$ cat config.mk
export PLATFORM = sky130hd
export DESIGN_NAME = arith_unit
export DESIGN_NICKNAME = d
export VERILOG_FILES = /design/src/rtl/arith_unit_pkg.sv /design/src/rtl/arith_unit_alu_core.sv /design/src/rtl/arith_unit.sv
export SDC_FILE = /design/constraint.sdc
export NUM_CORES = 1
export LEC_CHECK = 0
export ABC_AREA = 1
export CAP_MARGIN = 10
export CORE_MARGIN = 2
export CORE_UTILIZATION = 55
export DETAILED_ROUTE_END_ITERATION = 10
export PLACE_DENSITY = 0.85
export SLEW_MARGIN = 15
export SYNTH_ARGS = -nofsm -noshare
export SYNTH_HDL_FRONTEND = slang
export SYNTH_SLANG_ARGS = --single-unit
$ cat constraint.sdc
create_clock -name clk -period 10.14 [get_ports clk]
set_input_delay 2.028 -clock clk [delete_from_list [all_inputs] [get_ports clk]]
set_output_delay 2.028 -clock clk [all_outputs]
set_load 0.02 [all_outputs]
$ cat src/rtl/arith_unit_pkg.sv
// Shared arithmetic definitions: datapath width, ALU opcodes and the EX control bundle layout.
package arith_unit_pkg;

    localparam int unsigned DATA_W  = 32;
    localparam int unsigned ALUOP_W = 4;
    localparam int unsigned SHAMT_W = 5;

    localparam logic [ALUOP_W-1:0] ALUOP_AND  = 4'b0000;
    localparam logic [ALUOP_W-1:0] ALUOP_OR   = 4'b0001;
    localparam logic [ALUOP_W-1:0] ALUOP_ADD  = 4'b0010;
    localparam logic [ALUOP_W-1:0] ALUOP_XOR  = 4'b0011;
    localparam logic [ALUOP_W-1:0] ALUOP_NOR  = 4'b0100;
    localparam logic [ALUOP_W-1:0] ALUOP_SLTU = 4'b0101;
    localparam logic [ALUOP_W-1:0] ALUOP_SUB  = 4'b0110;
    localparam logic [ALUOP_W-1:0] ALUOP_SLT  = 4'b0111;
    localparam logic [ALUOP_W-1:0] ALUOP_SLL  = 4'b1000;
    localparam logic [ALUOP_W-1:0] ALUOP_SRL  = 4'b1001;
    localparam logic [ALUOP_W-1:0] ALUOP_SRA  = 4'b1010;
    localparam logic [ALUOP_W-1:0] ALUOP_LUI  = 4'b1011;

    // EX-stage control bundle; alu_op sits at bits [EX_ALUOP_LSB +: ALUOP_W].
    typedef struct packed {
        logic               reg_write;
        logic               mem_to_reg;
        logic               mem_write;
        logic [ALUOP_W-1:0] alu_op;
        logic               alu_src;
        logic               reg_dst;
    } ex_ctrl_t;

    localparam int unsigned EX_ALUOP_LSB = 2;
    localparam int unsigned EX_CTRL_W    = $bits(ex_ctrl_t);

    function automatic logic [ALUOP_W-1:0] ex_alu_op(input ex_ctrl_t ctrl);
        return ctrl.alu_op;
    endfunction

endpackage

$ cat src/rtl/arith_unit_alu_core.sv
// Combinational ALU: result, zero detect and signed overflow for ADD/SUB.
module arith_unit_alu_core
    import arith_unit_pkg::*;
(
    input  logic [DATA_W-1:0]  src_a,
    input  logic [DATA_W-1:0]  src_b,
    input  logic [ALUOP_W-1:0] alu_op,
    output logic [DATA_W-1:0]  alu_out,
    output logic               zero,
    output logic               overflow
);

    logic [DATA_W-1:0]  sum;
    logic [DATA_W-1:0]  diff;
    logic [SHAMT_W-1:0] shamt;
    logic               add_ovf;
    logic               sub_ovf;
    logic               lt_signed;
    logic               lt_unsigned;

    assign sum   = src_a + src_b;
    assign diff  = src_a - src_b;
    assign shamt = src_b[SHAMT_W-1:0];

    assign add_ovf = (src_a[DATA_W-1] == src_b[DATA_W-1]) && (sum[DATA_W-1] != src_a[DATA_W-1]);
    assign sub_ovf = (src_a[DATA_W-1] != src_b[DATA_W-1]) && (diff[DATA_W-1] != src_a[DATA_W-1]);

    // Sign of the difference corrected by overflow keeps SLT right across the full range.
    assign lt_signed   = diff[DATA_W-1] ^ sub_ovf;
    assign lt_unsigned = src_a < src_b;

    always_comb begin
        alu_out  = '0;
        overflow = 1'b0;
        case (alu_op)
            ALUOP_AND:  alu_out = src_a & src_b;
            ALUOP_OR:   alu_out = src_a | src_b;
            ALUOP_ADD: begin
                alu_out  = sum;
                overflow = add_ovf;
            end
            ALUOP_XOR:  alu_out = src_a ^ src_b;
            ALUOP_NOR:  alu_out = ~(src_a | src_b);
            ALUOP_SLTU: alu_out = DATA_W'(lt_unsigned);
            ALUOP_SUB: begin
                alu_out  = diff;
                overflow = sub_ovf;
            end
            ALUOP_SLT:  alu_out = DATA_W'(lt_signed);
            ALUOP_SLL:  alu_out = src_a << shamt;
            ALUOP_SRL:  alu_out = src_a >> shamt;
            ALUOP_SRA:  alu_out = DATA_W'($signed(src_a) >>> shamt);
            ALUOP_LUI:  alu_out = {src_b[15:0], 16'h0000};
            default: begin
                alu_out  = '0;
                overflow = 1'b0;
            end
        endcase
    end

    assign zero = (alu_out == '0);

endmodule

$ cat src/rtl/arith_unit.sv
// Pipeline arithmetic block: PC+4 incrementer, branch-target adder, execute ALU and sticky overflow flag.
module arith_unit
    import arith_unit_pkg::*;
(
    input  logic               clk,
    input  logic               reset,
    input  logic [DATA_W-1:0]  src_a,
    input  logic [DATA_W-1:0]  src_b,
    input  logic [ALUOP_W-1:0] alu_op,
    output logic [DATA_W-1:0]  alu_out,
    output logic               zero,
    output logic               overflow,
    output logic               ovf_sticky,
    input  logic [DATA_W-1:0]  pc_f,
    output logic [DATA_W-1:0]  pc_plus4,
    input  logic [DATA_W-1:0]  pc_plus4_d,
    input  logic [DATA_W-1:0]  sign_imm,
    output logic [DATA_W-1:0]  branch_target
);

    arith_unit_alu_core u_alu_core (
        .src_a    (src_a),
        .src_b    (src_b),
        .alu_op   (alu_op),
        .alu_out  (alu_out),
        .zero     (zero),
        .overflow (overflow)
    );

    // Fetch and decode adders; both wrap mod 2^32.
    assign pc_plus4      = pc_f + DATA_W'(4);
    assign branch_target = pc_plus4_d + (sign_imm << 2);

    // Reset wins over a same-cycle overflow.
    always_ff @(posedge clk) begin
        if (reset) begin
            ovf_sticky <= 1'b0;
        end else begin
            ovf_sticky <= ovf_sticky | overflow;
        end
    end

endmodule

==> results.ini, run 1 <==
[synth]
syn_inst=2598
synth_cell_types=51
async_flop_share_pct=0
synth_edf_count=0
ys_seq_area_share_pct=0.156
synth_nets=2906
syn-cell-area_um2=12800
synth_flop_cell=dfxtp_1
syn_area_per_cell_um2=4.93
ys_seq_elements=1
synth_warnings=0

[worst_hold_path]
min_from=ovf_sticky
hold_class=reg2reg

[sta]
finClkSkew_ns=0
fin_crit_sh_pct=91.9
finalMaxSlewViolations=0
finalHoldViolCount=0
final.setup.tns_ns=0
fin_ws_ns=0.822
rsz0062_at_grt=no
max_freq_ghz=0.107
relSlewSlack_pct=21.3
fin_crit_ns=9.32
setup_violations=0
worst_pin_slew_ns=1.18

[worst_setup_path]
reg2reg_from=ovf_sticky
worst_setup_path_start_kind=input pin
crit_fanout=73
critPathTopFamily=simple AND/OR/NAND/NOR gates
cp_slowest_cell=clkdlybuf4s50_1
crit_buf_inv=6
cp.required_ns=8.11
critical_path_class=in2out
arrival_ns=7.29
critPathMaxStageDelay_ns=0.61
r2r_slack_ns=9.55
cp-end-kind=output port
crit_start=src_b[3]
cp_common_cell=nand2_1

[pwr]
leakagePower_nw=8.28
finalPower_mw=0.929
peakVddDrop_mv=0.0341
power_density_nw_per_um2=60.3

[finish]
multi_input_area_um2=10900
nets=3082
syn_to_final_growth_pct=20.2
mostFrequentLayoutCell=nand2_1
seq_area_um2=20.0
layout-drive-gt1-share_pct=2.34
fin_cells=3085
fill_cells=2328
largest_register_ffs=1
top_register=ovf_sticky
num_antenna_cells=0
final_cell_mix=nand2_1 (865), nand3_1 (450), inv_1 (357)
reg.largest.list=ovf_sticky: 1 flops

[global_route]
overflow=0
antenna_found_initial=0
grt_max_degree=74
grt_first_pass_wirelength_um=87900
track_usage_pct=46.1
first_global_vias=16800

[place]
post-place-ws_ns=1.10
dp_cells=3085
portBuffers=254
dp_hpwl_um=48100
gp_congestion=1.14

[floorplanning]
core_um2=22800
fp-row-count=55
die_y_um=157
die_area_um2=24500
dieWidth_um=157
initial_core_util_pct=56.2
io_pins=265

[clock_network]
post_cts_buffers=0
hold_buffers=0
clock_latency_ns=0
clk_pin_slew_ns=0
cts_resized=0

[routing]
vias=18600
postRouteAntennaNets=0
wire_per_inst_um=19.2
first_pass_iters=8
dr.first_iter.drc_count=2320
wl_um=59300
viasPerCell=6.03
drc=0

[run]
cap_violations=0

[outcome]
status=complete, no violations

## power by group
part	total [mW]	switching, mW	internal (mW)
clock network	0	0	0
registers	0.00423	0.0000621	0.00417
logic	0.924	0.594	0.331
total	0.929	0.594	0.335
## per-layer routing
layer  vias up  share of wire, %  track usage (%)
met5         -                 0                0
met4         0               7.2             25.6
met3       310                15             13.5
met2      1423                42             73.3
met1      8167                35             55.6
li1       8701                 -                -
## path summary, 6_finish.rpt
| path | end | cells after the start |
|---|---|---|
| max | zero | 28 |
| min | ovf_sticky | 2 |
| max reg2reg | ovf_sticky | 2 |
| min reg2reg | ovf_sticky | 2 |
## worst min-delay path, stage by stage (launching register included)
cell and delay, ns:
dfxtp_1 0.30, o21bai_1 0.08, inv_1 0.04
## per-stage QoR
stage	utilization, %	area [um2]	hold slack, ns
finish	67.6	15400	0.455
global route	67.6	15400	0.484
CTS	67.6	15400	0.454
detailed placement	67.6	15400	0.454
global placement	67.6	15400	0.443
floorplan	-	12800	0.580
## synth_stat cells (3+ instances only)
| cell | n | area share, % |
|---|---|---|
| nand2_1 | 865 | 25 |
| nand3_1 | 450 | 18 |
| inv_1 | 359 | 11 |
| nor2_1 | 235 | 6.9 |
| ha_1 | 138 | 13 |
| a21oi_1 | 107 | 4.2 |
| o21ai_0 | 79 | 3.1 |
| buf_2 | 52 | 2.0 |
| xor2_1 | 46 | 3.1 |
| nor3_1 | 30 | 1.2 |
| nand4_1 | 25 | 1.2 |
| clkbuf_1 | 20 | 0.59 |
| buf_1 | 17 | 0.50 |
| o211ai_1 | 17 | 1.0 |
| xnor2_1 | 16 | 1.1 |
| inv_2 | 13 | 0.38 |
| o21ai_1 | 13 | 0.51 |
| o22ai_1 | 12 | 0.59 |
| and2_1 | 10 | 0.49 |
| nor2_2 | 9 | 0.44 |
| o21bai_1 | 9 | 0.53 |
| nand3b_1 | 8 | 0.47 |
| buf_4 | 7 | 0.41 |
| nor4_1 | 6 | 0.29 |
| nand2_2 | 5 | 0.24 |
| a31oi_1 | 4 | 0.20 |
| and3_1 | 4 | 0.20 |
| fa_1 | 4 | 0.63 |
| a21o_1 | 3 | 0.18 |
| buf_6 | 3 | 0.26 |
| nand3_2 | 3 | 0.23 |
| o2111ai_1 | 3 | 0.21 |
| o221a_2 | 3 | 0.26 |
| o221ai_1 | 3 | 0.21 |
## final cells by class
cell class | instances | area share, %
inverter | 373 | 9.10
timing repair buffer | 273 | 17.4
tap | 313 | 2.54
sequential | 1 | 0.130
multi-input combinational | 2125 | 70.9
## cells by family (layout without fill, tap and decap cells)
logic type / after synthesis / after routing / synth area share (%)
AND/OR/NAND/NOR: 1659 / 1659 / 55.3
buffers and inverters: 472 / 646 / 14.7
AO/OA/AOI/OAI: 262 / 262 / 11.5
adder cells (fa/ha/maj): 142 / 142 / 14.1
XOR/XNOR: 62 / 62 / 4.24
flip-flops: 1 / 1 / 0.156
Note: power is estimated with default switching activity, not from simulation.
==> inputs of run 2 (changes only) <==
CTS_CLUSTER_SIZE = 30   (was not set)
==> results of run 2 <==
The final DEF is identical to that of run 1; final timing and power are the same.
